File: src/rtl/hwpe_stream_package.sv
// rtl/hwpe_stream_package.sv - shared realigner control types and address generator config/state types
package hwpe_stream_package;

  localparam int unsigned REALIGN_ADDR_W = 32;
  localparam int unsigned REALIGN_LEN_W  = 16;

  // Per-word control consumed by the source realigner
  typedef struct packed {
    logic                     enable;
    logic                     strb_valid;
    logic                     realign;
    logic                     first;
    logic                     last;
    logic                     last_packet;
    logic [REALIGN_LEN_W-1:0] line_length;
  } ctrl_realign_t;

  // Transfer configuration latched on start
  typedef struct packed {
    logic [REALIGN_ADDR_W-1:0] base;
    logic [REALIGN_LEN_W-1:0]  line_bytes;
    logic [REALIGN_ADDR_W-1:0] stride;
    logic [REALIGN_LEN_W-1:0]  nb_lines;
  } realign_addrgen_cfg_t;

  typedef enum logic [1:0] {
    IDLE = 2'd0,
    RUN  = 2'd1,
    DONE = 2'd2
  } realign_addrgen_state_t;

endpackage

File: src/rtl/hwpe_stream_realign_strbgen.sv
// rtl/hwpe_stream_realign_strbgen.sv - combinational strobe of one word of a possibly misaligned line
module hwpe_stream_realign_strbgen #(
  parameter int unsigned B    = 4,
  parameter int unsigned OFFS = 2
) (
  input  logic [OFFS-1:0] m_i,
  input  logic            realign_i,
  input  logic            first_i,
  input  logic            last_i,
  output logic [B-1:0]    strb_o
);

  logic [B-1:0] low_mask;

  // Misaligned lines keep the upper bytes of the head word and the lower bytes of the tail word
  always_comb begin
    low_mask = (B'(1) << m_i) - B'(1);
    strb_o   = '1;
    if (realign_i) begin
      if (first_i) begin
        strb_o = ~low_mask;
      end else if (last_i) begin
        strb_o = low_mask;
      end
    end
  end

endmodule

File: src/rtl/hwpe_stream_realign_addressgen.sv
// rtl/hwpe_stream_realign_addressgen.sv - 2D word-aligned load address walker feeding the source realigner (option: HWPE_STREAM_REALIGN_ADDRGEN_STALL_EN)
module hwpe_stream_realign_addressgen
  import hwpe_stream_package::*;
#(
  parameter int unsigned DATA_WIDTH = 32,
  parameter int unsigned ADDR_WIDTH = 32,
  parameter int unsigned LEN_WIDTH  = 16
) (
  input  logic                  clk_i,
  input  logic                  rst_i,
  input  logic                  clear_i,
  input  logic                  enable_i,
  input  logic                  start_i,
  input  logic [ADDR_WIDTH-1:0] base_addr_i,
  input  logic [LEN_WIDTH-1:0]  line_bytes_i,
  input  logic [ADDR_WIDTH-1:0] line_stride_i,
  input  logic [LEN_WIDTH-1:0]  nb_lines_i,
  output logic [ADDR_WIDTH-1:0] addr_o,
  output logic                  addr_valid_o,
  input  logic                  addr_ready_i,
  output logic [DATA_WIDTH/8-1:0] strb_o,
  output ctrl_realign_t         ctrl_o,
`ifdef HWPE_STREAM_REALIGN_ADDRGEN_STALL_EN
  input  logic                  decoupled_stall_i,
`endif
  output logic                  busy_o,
  output logic                  done_o
);

  localparam int unsigned B    = DATA_WIDTH / 8;
  localparam int unsigned OFFS = $clog2(B);
  localparam int unsigned WW   = LEN_WIDTH + 1;
  localparam logic [ADDR_WIDTH-1:0] ALIGN_MASK = ~ADDR_WIDTH'(B - 1);

  realign_addrgen_state_t state_q, state_d;
  realign_addrgen_cfg_t   cfg_q, cfg_d;
  logic [WW-1:0]          word_q, word_d;
  logic [LEN_WIDTH-1:0]   line_q, line_d;
  logic [ADDR_WIDTH-1:0]  line_base_q, line_base_d;

  logic                   advance;
  logic                   run;
  logic                   handshake;
  logic [OFFS-1:0]        m;
  logic                   realign;
  logic [LEN_WIDTH-1:0]   line_len;
  logic [WW-1:0]          last_word;
  logic                   is_first;
  logic                   is_last;
  logic                   is_last_line;
  logic [B-1:0]           word_strb;

`ifdef HWPE_STREAM_REALIGN_ADDRGEN_STALL_EN
  assign advance = enable_i & ~decoupled_stall_i;
`else
  assign advance = enable_i;
`endif

  // Static per-transfer geometry derived from the latched configuration
  assign m            = cfg_q.base[OFFS-1:0];
  assign realign      = (m != '0);
  assign line_len     = LEN_WIDTH'(cfg_q.line_bytes >> OFFS);
  assign last_word    = ({1'b0, line_len} + WW'(realign)) - WW'(1);
  assign is_first     = (word_q == '0);
  assign is_last      = (word_q == last_word);
  assign is_last_line = (line_q == (LEN_WIDTH'(cfg_q.nb_lines) - LEN_WIDTH'(1)));

  assign run          = (state_q == RUN);
  assign addr_valid_o = run & advance;
  assign handshake    = addr_valid_o & addr_ready_i;
  assign busy_o       = run;
  assign done_o       = (state_q == DONE);

  hwpe_stream_realign_strbgen #(
    .B    (B),
    .OFFS (OFFS)
  ) i_strbgen (
    .m_i       (m),
    .realign_i (realign),
    .first_i   (is_first),
    .last_i    (is_last),
    .strb_o    (word_strb)
  );

  // Request outputs: idle values outside RUN so reset/clear are visible at once
  always_comb begin
    addr_o = '0;
    strb_o = '1;
    ctrl_o = '0;
    if (run) begin
      addr_o             = (line_base_q & ALIGN_MASK) + (ADDR_WIDTH'(word_q) << OFFS);
      strb_o             = word_strb;
      ctrl_o.enable      = 1'b1;
      ctrl_o.strb_valid  = handshake;
      ctrl_o.realign     = realign;
      ctrl_o.first       = is_first;
      ctrl_o.last        = is_last;
      ctrl_o.last_packet = is_last & is_last_line;
      ctrl_o.line_length = REALIGN_LEN_W'(line_len);
    end
  end

  // Next-state: clear wins, then enable/stall freeze, then start or word/line stepping
  always_comb begin
    state_d     = state_q;
    cfg_d       = cfg_q;
    word_d      = word_q;
    line_d      = line_q;
    line_base_d = line_base_q;
    if (clear_i) begin
      state_d = IDLE;
      word_d  = '0;
      line_d  = '0;
    end else if (advance) begin
      case (state_q)
        IDLE: begin
          if (start_i) begin
            cfg_d.base       = REALIGN_ADDR_W'(base_addr_i);
            cfg_d.line_bytes = REALIGN_LEN_W'(line_bytes_i);
            cfg_d.stride     = REALIGN_ADDR_W'(line_stride_i);
            cfg_d.nb_lines   = REALIGN_LEN_W'(nb_lines_i);
            word_d           = '0;
            line_d           = '0;
            line_base_d      = base_addr_i;
            if ((nb_lines_i != '0) && (line_bytes_i != '0)) begin
              state_d = RUN;
            end else begin
              state_d = DONE;
            end
          end
        end
        RUN: begin
          if (handshake) begin
            if (is_last) begin
              word_d = '0;
              if (is_last_line) begin
                state_d = DONE;
              end else begin
                line_d      = line_q + LEN_WIDTH'(1);
                line_base_d = line_base_q + ADDR_WIDTH'(cfg_q.stride);
              end
            end else begin
              word_d = word_q + WW'(1);
            end
          end
        end
        DONE: begin
          state_d = IDLE;
        end
        default: begin
          state_d = IDLE;
        end
      endcase
    end
  end

  // State and counter registers
  always_ff @(posedge clk_i or posedge rst_i) begin
    if (rst_i) begin
      state_q     <= IDLE;
      cfg_q       <= '0;
      word_q      <= '0;
      line_q      <= '0;
      line_base_q <= '0;
    end else begin
      state_q     <= state_d;
      cfg_q       <= cfg_d;
      word_q      <= word_d;
      line_q      <= line_d;
      line_base_q <= line_base_d;
    end
  end

endmodule

File: config.mk
export PLATFORM = sky130hd
export DESIGN_NAME = hwpe_stream_realign_addressgen
export DESIGN_NICKNAME = d
export VERILOG_FILES = /design/src/rtl/hwpe_stream_package.sv /design/src/rtl/hwpe_stream_realign_strbgen.sv /design/src/rtl/hwpe_stream_realign_addressgen.sv
export SDC_FILE = /design/constraint.sdc
export NUM_CORES = 1
export LEC_CHECK = 0
export CAP_MARGIN = 10
export CORE_MARGIN = 2
export CORE_UTILIZATION = 32
export DETAILED_ROUTE_END_ITERATION = 8
export PLACE_DENSITY = 0.55
export SYNTH_ARGS = -nofsm -noshare
export SYNTH_HDL_FRONTEND = slang
export SYNTH_SLANG_ARGS = --single-unit
File: constraint.sdc
create_clock -name clk_i -period 5.45 [get_ports clk_i]
set_clock_uncertainty 0.2 [all_clocks]
set_input_delay 1.09 -clock clk_i [delete_from_list [all_inputs] [get_ports clk_i]]
set_output_delay 1.09 -clock clk_i [all_outputs]
set_load 0.02 [all_outputs]
==> impl_metrics.py, run 1 <==
metrics = {
    "global_route": {
        "grt_use_met2_pct": 29.15,
        "grt_pass1_wl_mm": 48.27,
        "grt.met1_usage_pct": 25.92,
        "grt-busiest-layer": "met2",
        "first_global_vias": 8888,
        "antenna_found_initial": 0,
        "grt_max_degree": 100,
        "grt.overflow.total": 0,
        "use_met3_pct": 3.404,
        "track_usage_pct": 18.50,
    },
    "power_and_ir_drop": {
        "vdd_drop_max_mv": 0.2327,
        "intPower_mw": 2.771,
        "power_density_mw_per_mm2": 354.2,
        "p_sw_mw": 1.710,
        "power.share.switching_pct": 38.16,
        "p_leak_nw": 5.236,
        "p_seq_share_pct": 30.9,
        "comb_power_share_pct": 41.1,
        "finalPower_mw": 4.481,
        "clkPwrFrac_pct": 28.1,
    },
    "drt": {
        "postRouteAntennaNets": 0,
        "vias_per_cell": 5.359,
        "drc": 0,
        "dr_total_vias": 9137,
        "first_pass_iters": 5,
        "wl_mm": 30.06,
        "post_drt_wl_per_cell_um": 17.63,
        "drt_iter0_markers": 593,
    },
    "sta": {
        "max_freq_mhz": 189.3,
        "layout_min_cycle_time_ps": 5283,
        "relSlewSlack_pct": 39.10,
        "finalCritPeriodShare_pct": 96.93,
        "finalHoldViolCount": 0,
        "drv_slew": 0,
        "tightest_slew_ps": 890.5,
        "rsz0062_at_grt": "yes",
        "setup_viol": 0,
    },
    "cts": {
        "cts.clk_slew.worst_paths_ps": 60,
        "cts_tree": "built",
        "insertion_delay_ps": 430,
        "numCtsBuffers": 17,
        "cts_root_buffer": "clkbuf_16",
        "cts_hold_buf": 0,
        "htree_levels": 4,
        "cts_max_path_buffers": 2,
        "cts_sinks": 131,
    },
    "critical_path": {
        "reg2reg_from": "cfg_q[64]$_DFFE_PP0P_",
        "cp.required_ps": 4160,
        "startpoint": "cfg_q[64]$_DFFE_PP0P_",
        "cp_top_family": "simple AND/OR/NAND/NOR gates",
        "arrival_ps": 3990,
        "crit_top_cell": "ha_2",
        "critical_path.slowest_cell": "or4b_4",
        "worst-path-max-fanout": 8,
        "crit_chain": "nor2_4, ha_2, ha_2, or4b_4, nor3_2, xnor2_1, o31ai_1, nor4_4, o211ai_4, or3_1, a21oi_1, o21ai_0, clkdlybuf4s15_1",
        "end_kind": "output port",
        "worst-path-buf-inv": 1,
        "critPathMaxStageDelay_ps": 530,
        "start_kind": "register",
        "path_class": "register to output port",
    },
    "placement": {
        "place.gp.congestion": 0.8587,
        "dpl.hpwl_mm": 22.47,
        "io_buffers": 158,
        "placed_area_sq_mm": 0.01193,
    },
    "synthesis": {
        "ys_ff_latch": 131,
        "synth_area_per_cell_sq_um": 8.601,
        "yosysSeqAreaShare_pct": 33.08,
        "synth_top_flop_cell": "dfrtp_1",
        "yosys.area.top_type_share_pct": 33.08,
        "yosysWarnings": 0,
        "yosysTopAreaCell": "dfrtp_1",
        "synth_edf_count": 0,
        "synthArstFlopShare_pct": 100.0,
        "synth_cells": 1152,
        "synthTopCellsByArea": "dfrtp_1, ha_1, mux2_2, nor2_1, nand2_1",
        "syn_area_sq_mm": 0.009908,
        "synth_cell_types": 79,
    },
    "floorplan": {
        "die_y_um": 180.0,
        "start_util_pct": 32.48,
        "fp.coreArea_sq_mm": 0.03051,
        "ioPinCount": 163,
        "fp.dieW_um": 180.0,
        "dieArea_sq_mm": 0.03239,
        "rows": 64,
    },
    "cells_and_area": {
        "design_area_sq_mm": 0.01265,
        "seqCellArea_sq_mm": 0.003278,
        "multi_input_area_sq_mm": 0.006355,
        "diodes": 0,
        "layout_common_cells": "clkdlybuf4s50_1, dfrtp_1, nor2_1",
        "drive_above_1_share_pct": 11.38,
        "mostFrequentLayoutCell": "clkdlybuf4s50_1",
        "fill_cells": 3051,
        "areaGrowthSynthToFinish_pct": 27.69,
        "finalNetCount": 1455,
    },
    "worst_hold_path": {
        "hp-start": "cfg_q[31]$_DFFE_PP0P_",
        "min_path_type": "register to register",
    },
    "job": {
        "drv_cap": 0,
    },
    "status": {
        "status": "complete, no violations",
    },
}
[routing by layer]
| metal | part of all wire, % | wire [um] |
|---|---|---|
| met5 | 0 | 0 |
| met1 | 49 | 14840 |
| met4 | 1.7 | 515 |
| met3 | 4.7 | 1423 |
| met2 | 44 | 13290 |
[metrics by stage]
stage / hold slack [ps] / worst slack [ps] / utilization [%] / TNS [ps] / instances
after CTS: 321.1 / -4.954 / 41.25 / -4.954 / 1703
final: 320.6 / 167.1 / 41.47 / 0 / 1705
after floorplan: 287.5 / 662.3 / - / 0 / 1155
after global placement: 301.4 / 208.0 / 39.11 / 0 / 1669
after global routing: 331.3 / -52.49 / 41.47 / -52.49 / 1705
after detailed placement: 304.6 / 94.93 / 39.11 / 0 / 1669
[final cells by class]
cell class,instances,area share (%)
clock buffer,19,3.501
tap,396,3.916
timing repair buffer,183,14.15
sequential,131,25.91
inverter,29,0.8801
clock inverter,12,1.414
multi-input combinational,935,50.23
[power groups by stage]
stage | combinational (mW) | sequential [mW] | clock [mW]
final | 1.84 | 1.38 | 1.26
after global routing | 2.04 | 1.42 | 1.33
after CTS | 1.83 | 1.38 | 1.29
after detailed placement | 1.81 | 1.39 | 0
after global placement | 1.80 | 1.39 | 0
after floorplan | 1.38 | 1.29 | 0
[Yosys cell counts (all sizes together), types with 20 or more instances]
library cell	n
inv	28
clkbuf	43
nand3	24
xor2	38
dfrtp	131
nor2	128
nor4	20
xnor2	46
ha	54
or3	20
nand2	110
a21oi	67
o21ai	64
nor3	24
a31oi	26
and2	24
mux2	60
[worst paths after layout]
kind	to	slack (ps)	depth (start not counted)
setup / recovery	strb_o[2]	170	13
hold / removal	cfg_q[31]$_DFFE_PP0P_	320	1
setup reg to reg	line_q[12]$_DFFE_PP0P_	950	14
hold reg to reg	cfg_q[31]$_DFFE_PP0P_	320	1
max in group asynchronous	cfg_q[51]$_DFFE_PP0P_	3330	3
min in group asynchronous	cfg_q[44]$_DFFE_PP0P_	820	2
[repair_timing]
action | 4_1_cts | 5_1_grt
setup buffers | 3 | 2
pin swaps | 1 | 2
gates resized for setup | 12 | 26
setup endpoints to repair | 11 | 16
[cells by family (layout without fill, tap and decap cells)]
group,Yosys count,after routing,share of synthesized area (%)
muxes,64,64,7.223
other,1,4,0.03785
and+or+nand+nor,452,452,23.24
DFF,131,131,33.08
AOI/OAI and AO/OA,275,275,17.97
xor gates and xnor gates,84,84,7.425
adders and majority gates,56,56,7.223
buffers and inverters,89,243,3.801
[flip-flops by register name (all words and copies together) (netlist names)]
register and cells:
state_q 2, line_q 16, cfg_q 64, word_q 17, line_base_q 32
No activity file was read; power rests on OpenSTA's default activity.
==> run 2, diff against run 1 <==
ABC_AREA = 0   (was default)
==> results of run 2 <==
Final layout, timing and power as in run 1 (identical DEF).
==> run 3, diff against run 2 <==
CAP_MARGIN = 20   (was 10)
==> results of run 3 <==
Final layout, timing and power as in run 1 (identical DEF).
